File: src/rtl/draw_pkg.sv
// Shared types and default geometry for the VGA object-drawing path.
package draw_pkg;

  typedef enum logic [2:0] {IDLE, LOAD, SEL, PIX, DONE} state_e;
  typedef enum logic {ERASE, DRAW} pass_e;

  localparam int SCREEN_W = 160;
  localparam int SCREEN_H = 120;

  localparam int DEF_NUM_OBJ = 5;
  localparam int DEF_X_W     = 8;
  localparam int DEF_Y_W     = 7;
  localparam int DEF_DIM_W   = 5;
  localparam int DEF_COL_W   = 3;

endpackage

File: src/rtl/rect_raster.sv
// Rasterises one rectangle row-major, one clipped pixel per cycle; the first pixel is
// registered on the go edge, last flags the final pixel. No backpressure: always advances.
module rect_raster
  import draw_pkg::*;
#(
  parameter int X_W   = DEF_X_W,
  parameter int Y_W   = DEF_Y_W,
  parameter int DIM_W = DEF_DIM_W,
  parameter int COL_W = DEF_COL_W
) (
  input  logic             clk,
  input  logic             reset,
  input  logic             go,
  input  logic [X_W-1:0]   x,
  input  logic [Y_W-1:0]   y,
  input  logic [DIM_W-1:0] w,
  input  logic [DIM_W-1:0] h,
  input  logic [COL_W-1:0] colour,
  output logic [X_W-1:0]   pixX,
  output logic [Y_W-1:0]   pixY,
  output logic [COL_W-1:0] pixColour,
  output logic             pixPlot,
  output logic             last
);

  logic [X_W-1:0]   baseX;
  logic [Y_W-1:0]   baseY;
  logic [DIM_W-1:0] lastCol, lastRow, colCnt, rowCnt;
  logic             active;

  logic [DIM_W-1:0] nextCol, nextRow, srcCol, srcRow, srcLastCol, srcLastRow;
  logic [X_W-1:0]   srcX;
  logic [Y_W-1:0]   srcY;
  logic [X_W:0]     sumX;
  logic [Y_W:0]     sumY;
  logic             emitLast;
  logic             emitOk;

  // On go the pixel comes from the new rectangle's origin, otherwise from the advanced counters.
  always_comb begin
    nextCol = colCnt + DIM_W'(1);
    nextRow = rowCnt;
    if (colCnt == lastCol) begin
      nextCol = '0;
      nextRow = rowCnt + DIM_W'(1);
    end
    if (go) begin
      srcX       = x;
      srcY       = y;
      srcCol     = '0;
      srcRow     = '0;
      srcLastCol = w - DIM_W'(1);
      srcLastRow = h - DIM_W'(1);
    end else begin
      srcX       = baseX;
      srcY       = baseY;
      srcCol     = nextCol;
      srcRow     = nextRow;
      srcLastCol = lastCol;
      srcLastRow = lastRow;
    end
    // One extra bit catches pixels falling off the coordinate range.
    sumX     = {1'b0, srcX} + (X_W+1)'(srcCol);
    sumY     = {1'b0, srcY} + (Y_W+1)'(srcRow);
    emitOk   = !sumX[X_W] && !sumY[Y_W];
    emitLast = (srcCol == srcLastCol) && (srcRow == srcLastRow);
  end

  always_ff @(posedge clk) begin
    if (!reset) begin
      baseX     <= '0;
      baseY     <= '0;
      lastCol   <= '0;
      lastRow   <= '0;
      colCnt    <= '0;
      rowCnt    <= '0;
      active    <= 1'b0;
      pixX      <= '0;
      pixY      <= '0;
      pixColour <= '0;
      pixPlot   <= 1'b0;
      last      <= 1'b0;
    end else if (go) begin
      baseX     <= x;
      baseY     <= y;
      lastCol   <= srcLastCol;
      lastRow   <= srcLastRow;
      colCnt    <= '0;
      rowCnt    <= '0;
      active    <= 1'b1;
      pixX      <= sumX[X_W-1:0];
      pixY      <= sumY[Y_W-1:0];
      pixColour <= colour;
      pixPlot   <= emitOk;
      last      <= emitLast;
    end else if (active) begin
      if (last) begin
        active  <= 1'b0;
        pixPlot <= 1'b0;
        last    <= 1'b0;
      end else begin
        colCnt  <= nextCol;
        rowCnt  <= nextRow;
        pixX    <= sumX[X_W-1:0];
        pixY    <= sumY[Y_W-1:0];
        pixPlot <= emitOk;
        last    <= emitLast;
      end
    end
  end

endmodule

File: src/rtl/sprite_draw_sequencer.sv
// Snapshots NUM_OBJ objects on start, optionally erases last frame's positions, then draws each.
// done at cycle 2 + passes*NUM_OBJ + pixels after start; start while busy is dropped, no plot backpressure.
module sprite_draw_sequencer
  import draw_pkg::*;
#(
  parameter int NUM_OBJ               = DEF_NUM_OBJ,
  parameter int X_W                   = DEF_X_W,
  parameter int Y_W                   = DEF_Y_W,
  parameter int DIM_W                 = DEF_DIM_W,
  parameter int COL_W                 = DEF_COL_W,
  parameter logic [COL_W-1:0] BG_COLOUR = '0
) (
  input  logic                     clk,
  input  logic                     reset,
  input  logic                     start,
  input  logic                     erase_first,
  input  logic [NUM_OBJ*X_W-1:0]   obj_x,
  input  logic [NUM_OBJ*Y_W-1:0]   obj_y,
  input  logic [NUM_OBJ*DIM_W-1:0] obj_w,
  input  logic [NUM_OBJ*DIM_W-1:0] obj_h,
  input  logic [NUM_OBJ*COL_W-1:0] obj_c,
  input  logic [NUM_OBJ-1:0]       obj_en,
  output logic [X_W-1:0]           vga_x,
  output logic [Y_W-1:0]           vga_y,
  output logic [COL_W-1:0]         vga_colour,
  output logic                     vga_plot,
  output logic                     busy,
  output logic                     done
);

  localparam int IDX_W = (NUM_OBJ > 1) ? $clog2(NUM_OBJ) : 1;

  state_e           state;
  pass_e            pass;
  logic             eraseReq;
  logic [IDX_W-1:0] objIdx;

  logic [NUM_OBJ*X_W-1:0]   curX,  prevX;
  logic [NUM_OBJ*Y_W-1:0]   curY,  prevY;
  logic [NUM_OBJ*DIM_W-1:0] curW,  prevW;
  logic [NUM_OBJ*DIM_W-1:0] curH,  prevH;
  logic [NUM_OBJ*COL_W-1:0] curC;
  logic [NUM_OBJ-1:0]       curEn, prevEn;

  logic [X_W-1:0]   selX;
  logic [Y_W-1:0]   selY;
  logic [DIM_W-1:0] selW, selH;
  logic [COL_W-1:0] selC;
  logic             selEn;
  logic             drawable;
  logic             go;
  logic             rasterLast;
  logic             advance;
  logic             lastObj;

  // Erase pass reads last frame's geometry in the background colour; draw pass reads this frame.
  always_comb begin
    if (pass == ERASE) begin
      selX  = prevX[objIdx*X_W +: X_W];
      selY  = prevY[objIdx*Y_W +: Y_W];
      selW  = prevW[objIdx*DIM_W +: DIM_W];
      selH  = prevH[objIdx*DIM_W +: DIM_W];
      selC  = BG_COLOUR;
      selEn = prevEn[objIdx];
    end else begin
      selX  = curX[objIdx*X_W +: X_W];
      selY  = curY[objIdx*Y_W +: Y_W];
      selW  = curW[objIdx*DIM_W +: DIM_W];
      selH  = curH[objIdx*DIM_W +: DIM_W];
      selC  = curC[objIdx*COL_W +: COL_W];
      selEn = curEn[objIdx];
    end
    drawable = selEn && (selW != '0) && (selH != '0);
    go       = (state == SEL) && drawable;
    advance  = ((state == SEL) && !drawable) || ((state == PIX) && rasterLast);
    lastObj  = (objIdx == IDX_W'(NUM_OBJ - 1));
  end

  always_ff @(posedge clk) begin
    if (!reset) begin
      state    <= IDLE;
      pass     <= DRAW;
      eraseReq <= 1'b0;
      objIdx   <= '0;
      busy     <= 1'b0;
      done     <= 1'b0;
      curX     <= '0;
      curY     <= '0;
      curW     <= '0;
      curH     <= '0;
      curC     <= '0;
      curEn    <= '0;
      prevX    <= '0;
      prevY    <= '0;
      prevW    <= '0;
      prevH    <= '0;
      prevEn   <= '0;
    end else begin
      case (state)
        IDLE: begin
          done <= 1'b0;
          if (start) begin
            eraseReq <= erase_first;
            busy     <= 1'b1;
            state    <= LOAD;
          end
        end
        LOAD: begin
          curX   <= obj_x;
          curY   <= obj_y;
          curW   <= obj_w;
          curH   <= obj_h;
          curC   <= obj_c;
          curEn  <= obj_en;
          objIdx <= '0;
          pass   <= eraseReq ? ERASE : DRAW;
          state  <= SEL;
        end
        SEL, PIX: begin
          if (advance) begin
            if (!lastObj) begin
              objIdx <= objIdx + IDX_W'(1);
              state  <= SEL;
            end else if (pass == ERASE) begin
              pass   <= DRAW;
              objIdx <= '0;
              state  <= SEL;
            end else begin
              done  <= 1'b1;
              state <= DONE;
            end
          end else if (state == SEL) begin
            state <= PIX;
          end
        end
        DONE: begin
          done   <= 1'b0;
          busy   <= 1'b0;
          prevX  <= curX;
          prevY  <= curY;
          prevW  <= curW;
          prevH  <= curH;
          prevEn <= curEn;
          state  <= IDLE;
        end
        default: state <= IDLE;
      endcase
    end
  end

  rect_raster #(
    .X_W   (X_W),
    .Y_W   (Y_W),
    .DIM_W (DIM_W),
    .COL_W (COL_W)
  ) u_raster (
    .clk       (clk),
    .reset     (reset),
    .go        (go),
    .x         (selX),
    .y         (selY),
    .w         (selW),
    .h         (selH),
    .colour    (selC),
    .pixX      (vga_x),
    .pixY      (vga_y),
    .pixColour (vga_colour),
    .pixPlot   (vga_plot),
    .last      (rasterLast)
  );

endmodule

File: config.mk
export PLATFORM = sky130hd
export DESIGN_NAME = sprite_draw_sequencer
export DESIGN_NICKNAME = d
export VERILOG_FILES = /design/src/rtl/draw_pkg.sv /design/src/rtl/rect_raster.sv /design/src/rtl/sprite_draw_sequencer.sv
export SDC_FILE = /design/constraint.sdc
export NUM_CORES = 1
export LEC_CHECK = 0
export ABC_AREA = 0
export CAP_MARGIN = 10
export CORE_MARGIN = 5
export CORE_UTILIZATION = 55
export DETAILED_ROUTE_END_ITERATION = 8
export PLACE_DENSITY = 0.86
export SKIP_CTS_REPAIR_TIMING = 1
export SYNTH_ARGS = -nofsm -noshare
export SYNTH_HDL_FRONTEND = slang
export SYNTH_SLANG_ARGS = --single-unit
File: constraint.sdc
create_clock -name clk -period 6.1 [get_ports clk]
set_input_delay 1.22 -clock clk [delete_from_list [all_inputs] [get_ports clk]]
set_output_delay 1.22 -clock clk [all_outputs]
set_load 0.005 [all_outputs]
## Word-level counts from Yosys, hierarchy flattened

Cells that the tools add are included.

- Output and inout bits: 21
- Input port bits: 149
- Bits in registers: 341
- Logic and storage cells: 148

- $add $sub $neg: 7
- Mux-type cells: 53
- Shifts and indexed selects: 9
- Bitwise operators: 2
- Eq/ne operators: 15
- $lt $le $gt $ge: 1
- Reduce and logical (&&, ||, !) cells: 29
- $mul: 3

Operators with widths:

| kind | count |
|---|---|
| $shiftx 25x7->5 | 4 |
| $shiftx 40x7->8 | 2 |
| $shiftx 35x7->7 | 2 |
| $mux 5 | 8 |
| $mux 8 | 5 |
| $mux 7 | 5 |
| $mux 3 | 9 |
| $mux 1 | 19 |
| $eq 5x5->1 | 3 |
| $shiftx 15x6->3 | 1 |
| $mul 3x3->6 const B | 2 |
| $add 5x1->5 const B | 2 |
| $ne 2x2->1 const B | 5 |
| $reduce_and 2->1 | 5 |
| $reduce_bool 5->1 | 2 |
| $sub 5x1->5 const B | 2 |
| $add 8x5->9 | 1 |
| $pmux 3 s3 | 1 |
| $add 7x5->8 | 1 |
| $reduce_bool 2->1 | 4 |
| $logic_and 1x1->1 | 7 |
| $bmux 1 s3 | 2 |
| $eq 3x2->1 const B | 2 |
| $eq 3x3->1 const B | 2 |
| 14 further kinds | 23 |

## Logic depth before layout (Yosys ltp)

Gate-level depths: netlist (run 1).

- Depth after elaboration: 14
- Depth in mapped cells: 27
- Depth with buffers taken out: 21

## Modules after synthesis

A second synthesis (run 1) with hierarchy kept.

- Cell total of the unflattened synthesis: 1819
- Area, all modules: 15185.8 µm²

By module, submodules not included:

| module | instances | cells each | area each (µm²) | seq. area each (µm²) |
|---|---|---|---|---|
| sprite_draw_sequencer | 1 | 1444 | 11995.3 | 5705.5 |
| rect_raster | 1 | 375 | 3190.6 | 1121.1 |

## Worst setup path after synthesis (run 1)

No wires, ideal clock.

- Kind: flip-flop to flip-flop
- Start: reg pass
- End: reg u_raster.pixY[6]
- Slack: 1.495 ns
- Period minus slack after synthesis: 4.605 ns
- Arrival time: 4.473 ns
- Cell stages (with the launch flop): 28
- Data required time: 5.968 ns
- Library setup time: 0.132 ns
- Cell sequence: dfxtp_1 buf_4 buf_6 buf_4 buf_4 buf_2 mux2i_1 o22ai_1 inv_1 ha_1 and3_1 a311oi_4 and2_4 buf_6 buf_2 nand2_1 nand2_1 ha_1 inv_1 fa_1 nor2b_1 o21ai_0 a21boi_0 o21ai_0 xor2_1 nor2_1 a21oi_1 a21oi_1

- Cells in the longest elaborated chain, start to end: 10

RTL lines:

| item | line | text |
|---|---|---|
| start, declared | sprite_draw_sequencer.sv:34 | `pass_e pass;` |
| start signal, assigned | sprite_draw_sequencer.sv:116 | `pass <= eraseReq ? ERASE : DRAW;` |
| $mux 5 | sprite_draw_sequencer.sv:58 | `if (pass == ERASE) begin` |
| $reduce_bool 5->1 | sprite_draw_sequencer.sv:73 | `drawable = selEn && (selW != '0) && (selH != '0);` |
| $logic_and 1x1->1 (2 in series) | sprite_draw_sequencer.sv:73 |  |
| $logic_and 1x1->1 | sprite_draw_sequencer.sv:74 | `go = (state == SEL) && drawable;` |
| $mux 7 (*) | rect_raster.sv:47 | `if (go) begin` |
| named net u_raster.srcY[0] | rect_raster.sv:33 | `logic [Y_W-1:0] srcY;` |
| $add 7x5->8 (*) | rect_raster.sv:64 | `sumY = {1'b0, srcY} + (Y_W+1)'(srcRow);` |
| $mux 7 | rect_raster.sv:97 | `if (last) begin` |
| $mux 7 | rect_raster.sv:96 | `end else if (active) begin` |
| $mux 7 (*) | rect_raster.sv:83 | `end else if (go) begin` |
| end signal, assigned | rect_raster.sv:92 | `pixY <= sumY[Y_W-1:0];` |
| end signal, assigned | rect_raster.sv:105 | `pixY <= sumY[Y_W-1:0];` |
| end, declared | rect_raster.sv:20 | `output logic [Y_W-1:0] pixY,` |

Mark *: on every way through the listed nets, which the timed path passes. The rest lies on a longest branch. The select of a mux whose other input is x is not followed.
A chain may end at the register's enable or synchronous reset.

## Final worst setup path (run 1)

- Start: reg objIdx[0]
- End: reg u_raster.pixY[5]

- Cells in the longest elaborated chain, start to end: 12

RTL lines:

| item | line | text |
|---|---|---|
| start, declared | sprite_draw_sequencer.sv:36 | `logic [IDX_W-1:0] objIdx;` |
| start signal, assigned | sprite_draw_sequencer.sv:122 | `objIdx <= objIdx + IDX_W'(1);` |
| $mul 3x3->6 | - |  |
| $shiftx 25x7->5 (on tied branches) | sprite_draw_sequencer.sv:61, sprite_draw_sequencer.sv:68 |  |
| $mux 5 | sprite_draw_sequencer.sv:58 |  |
| $reduce_bool 5->1 | sprite_draw_sequencer.sv:73 |  |
| $logic_and 1x1->1 (2 in series) | sprite_draw_sequencer.sv:73 |  |
| $logic_and 1x1->1 | sprite_draw_sequencer.sv:74 |  |
| $mux 7 (*) | rect_raster.sv:47 |  |
| named net u_raster.srcY[1] | rect_raster.sv:33 |  |
| $add 7x5->8 (*) | rect_raster.sv:64 |  |
| $mux 7 | rect_raster.sv:97 |  |
| $mux 7 | rect_raster.sv:96 |  |
| $mux 7 (*) | rect_raster.sv:83 |  |

Marked as above.

==> out/results.md, run 1 <==
| Group | Parameter | Value |
| --- | --- | --- |
| status | Outcome | finished, final reports clean |
| cells and area | Post-synthesis to final-layout area growth | 17.78% |
| synthesis | Synth area leader | dfxtp_1 |
| clock network | Clock network latency to the later pin of the worst-skew pair | 520 ps |
| timing | Minimum clock period after layout | 5321 ps |
| synthesis | Distinct cell type count of the synthesized netlist | 65 |
| drt | Starting DRT DRC Count | 1,150 |
| grt | Antenna violations before repair | 0 |
| setup path | Library cell contributing the largest single delay on the critical path | dfxtp_2 |
| clock network | Number of buffers on the longest clock path | 3 |
| drt | Vias per Instance | 5.641 |
| setup path | Cells along the critical path | mux4_2 > mux2i_1 > o22ai_1 > inv_1 > ha_1 > and3_1 > a311oi_4 > and2_4 > o221ai_1 > o21ai_1 > inv_1 > ha_1 > a21o_1 > a21oi_1 > o21ai_0 > a21oi_1 > xor2_1 > o211ai_1 > and3_1 |
| cells and area | Most frequent standard cell in the layout excluding fill and tap cells | nand2_1 |
| cells and area | Final cell utilization of the core | 0.6549 |
| cells and area | Commonest cells after routing, fill and taps aside | nand2_1, dfxtp_1, a21boi_0 |
| setup path | Kind of end point of the critical path | flop |
| die | Core Area | 0.02870 sq mm |
| place | Placed Instances | 2,281 |
| synthesis | Post-synthesis sequential element count | 341 |
| setup path | CP peak stage delay | 890 ps |
| timing | Max-slew violation total from the final report | 0 |
| timing | Unrepaired setup endpoints after global routing | no |
| timing | Worst Hold Slack | 445.1 ps |
| place | Last weighted congestion value of the routability-driven placer | 0.8898 |
| die | Placement row count | 62 |
| die | Initial core utilization | 0.5561 |
| pwr | IR drop worst, VDD | 0.0001862 V |
| place | Number of port buffers | 169 |
| drt | Final routed wirelength across all metal layers | 40,900 um |
| setup path | Setup Crit Path Kind | flop to flop |
| setup path | CP Data Arrival Time | 5730 ps |
| setup path | Launching element of the worst setup path | objIdx[0]$_SDFFE_PN0P_ |
| cells and area | Final non-filler cell total | 2,340 |
| setup path | Largest fanout on the critical path | 47 |
| worst hold path | Origin of the worst min-delay path | u_raster.pixX[1]$_SDFFE_PN0P_ |
| worst hold path | Classification of the worst-slack hold path | flop to flop |
| clock network | Cts bufs inserted | 35 |
| setup path | Buf/Inv on CP | 2 |
| synthesis | Proportion of netlist area held by the largest area contributor | 0.4277 |
| synthesis | Ys async rst share | 0 |
| clock network | Reg clk slew, reported paths | 60 ps |
| die | Floorplan die area | 0.03253 sq mm |
| timing | Worst setup skew after layout | 21.36 ps |
| synthesis | Sequential cell area fraction in the yosys report | 0.4277 |
| cells and area | Net total in the final layout | 2,101 |
| drt | Wire length per cell | 17.48 um |
| synthesis | Count of yosys warnings during synthesis | 0 |
| timing | Relative slew margins | 0.2284 |
| synthesis | Synthesized area divided by synthesized cell count | 8.590 sq um |
| setup path | Kind of cell adding the most delay to the critical path | compound AO/OA/AOI/OAI gates |
| setup path | Source of the worst register-to-register timing path | objIdx[0]$_SDFFE_PN0P_ |
| clock network | CTS H-tree depth | 2 |
| grt | Global-route wire length before repair | 65,980 um |
| drt | Routed via count | 13,201 |
| grt | Total congestion overflow | 0 |
| clock network | Sink count of the clock tree | 341 |
| pwr | Power density normalized to cell area | 277.9 mW/mm^2 |
| die | I/O pins | 170 |
| synthesis | Instance count of the mapped netlist | 1,858 |
| timing | Final setup vio count | 0 |
| timing | Fmax | 187.9 MHz |
| die | Die Width | 180.4 um |
| grt | Largest net degree at the start of global routing | 233 |
| timing | Worst Tran Pin Value | 1157 ps |
| place | DPL Wire Length | 27,650 um |
| run | Max-capacitance violation count | 0 |
| cells and area | Antenna cell count | 0 |
| synthesis | Post-synth EDFFs | 0 |
| timing | Final hold violations | 0 |
| setup path | Crit path launch type | flop |
| timing | Final sum of negative setup slack | 0 ps |
| die | Die height | 180.4 um |
| timing | Post-route clock period utilization | 0.8723 |
| synthesis | Post-synthesis instance area | 0.01596 sq mm |
| grt | Global-route usage over all layers | 0.2419 |
| synthesis | Largest cells by area after synthesis | dfxtp_1, nand2_1, a21boi_0, mux4_2, mux2i_1 |
| synthesis | Post-Syn Nets | 2,025 |
| cells and area | Share of layout cells above drive strength 1 | 0.07055 |
| setup path | Required @ worst endpoint | 6510 ps |
| drt | Final ANT Viol Nets | 0 |
| drt | DRC violation count after routing | 0 |
| synthesis | Most used flip-flop cell after synthesis | dfxtp_1 |
| clock network | Library cell used as clock root buffer | clkbuf_16 |
| clock network | Clock tree from TritonCTS | yes |
| drt | First-pass detailed-route iteration total | 5 |
| pwr | Leak | 6.808 nW |
| grt | Via count of the first global-routing pass | 12,678 |
-- synthesized netlist by cell type, types with 11 or more instances --
cell type,instances
a21oi_1,22
a21boi_0,276
ha_1,16
nor2_1,47
nand3_1,18
o21ai_0,11
xnor2_1,23
clkbuf_1,107
buf_1,11
o22ai_1,20
nor3_1,18
dfxtp_1,341
xor2_1,15
buf_2,19
inv_1,13
mux2i_1,52
mux4_2,51
nand2_1,647
a21boi_1,20
and2_1,16
-- layer usage --
metal / GRT usage / routed length, um / vias up
li1: - / - / 6413
met1: 0.3389 / 18000 / 6292
met2: 0.3921 / 19410 / 418
met3: 0.03028 / 2248 / 78
met4: 0.07864 / 1238 / 0
met5: 0 / 0 / -
-- final timing paths --
kind | endpoint | slack (ps) | cells past startpoint
max | u_raster.pixY[5]$_SDFFE_PN0P_ | 780 | 19
min | u_raster.pixX[1]$_SDFFE_PN0P_ | 450 | 2
max reg2reg | u_raster.pixY[5]$_SDFFE_PN0P_ | 780 | 19
min reg2reg | u_raster.pixX[1]$_SDFFE_PN0P_ | 450 | 2
-- cell families after synthesis --
group                      Yosys count  share of synthesized area
AOI/OAI and AO/OA                  400                     0.1851
xor gates and xnor gates            38                    0.02085
adders and majority gates           18                    0.01505
buffers and inverters              158                    0.04077
DFF                                341                     0.4277
muxes                              108                     0.1081
and+or+nand+nor                    795                     0.2024
-- worst reg2reg max path, cell delays in order, from the launching register on --
cell      delay (ps)
dfxtp_2          890
mux4_2           370
mux2i_1           70
o22ai_1          210
inv_1            100
ha_1             230
and3_1           210
a311oi_4         400
and2_4           560
o221ai_1         250
o21ai_1          230
inv_1             80
ha_1             280
a21o_1           190
a21oi_1          220
o21ai_0          150
a21oi_1          320
xor2_1           210
o211ai_1          90
and3_1           180
-- power breakdown --
part           switching [W]  internal (W)  leakage, nW
combinational       0.000376      0.000303         3.49
clock               0.000866       0.00122        0.552
sequential          0.000114       0.00234         2.76
total                0.00136       0.00387         6.81
-- flip-flops by register name (all words and copies together), names as in the netlist, 7 cells and up --
signal          count
u_raster.baseY      7
u_raster.baseX      8
curY               35
prevH              25
curC               15
curW               25
prevX              40
u_raster.pixY       7
prevW              25
curX               40
prevY              35
u_raster.pixX       8
curH               25
-- final cells by class --
cell class / count / area, sq um
fillers: 2298 / 9905
clock buffers: 52 / 1041
well taps: 384 / 480.5
flip-flops and latches: 341 / 6832
multi-input cells: 1359 / 8503
repair buffers: 183 / 1810
inverters: 14 / 52.55
clock inverters: 7 / 78.83
-- stage by stage --
step	worst slack [ps]	power, W	cell area [sq um]
global placement	1048	0.003155	17680
global route	367.7	0.005419	18800
finish	778.9	0.005224	18800
floorplan	1495	0.002906	15960
CTS	802.9	0.005246	18800
detailed placement	839.5	0.003171	17680
No activity file was read; power rests on OpenSTA's default activity.
==> inputs of run 2 (changes only) <==
--- a/config.mk
+++ b/config.mk
@@ -10,6 +10,7 @@
 export CORE_MARGIN = 5
 export CORE_UTILIZATION = 55
 export DETAILED_ROUTE_END_ITERATION = 8
+export HOLD_SLACK_MARGIN = 0.08
 export PLACE_DENSITY = 0.86
 export SKIP_CTS_REPAIR_TIMING = 1
 export SYNTH_ARGS = -nofsm -noshare
==> results of run 2 <==
Final layout, timing and power as in run 1 (identical DEF).
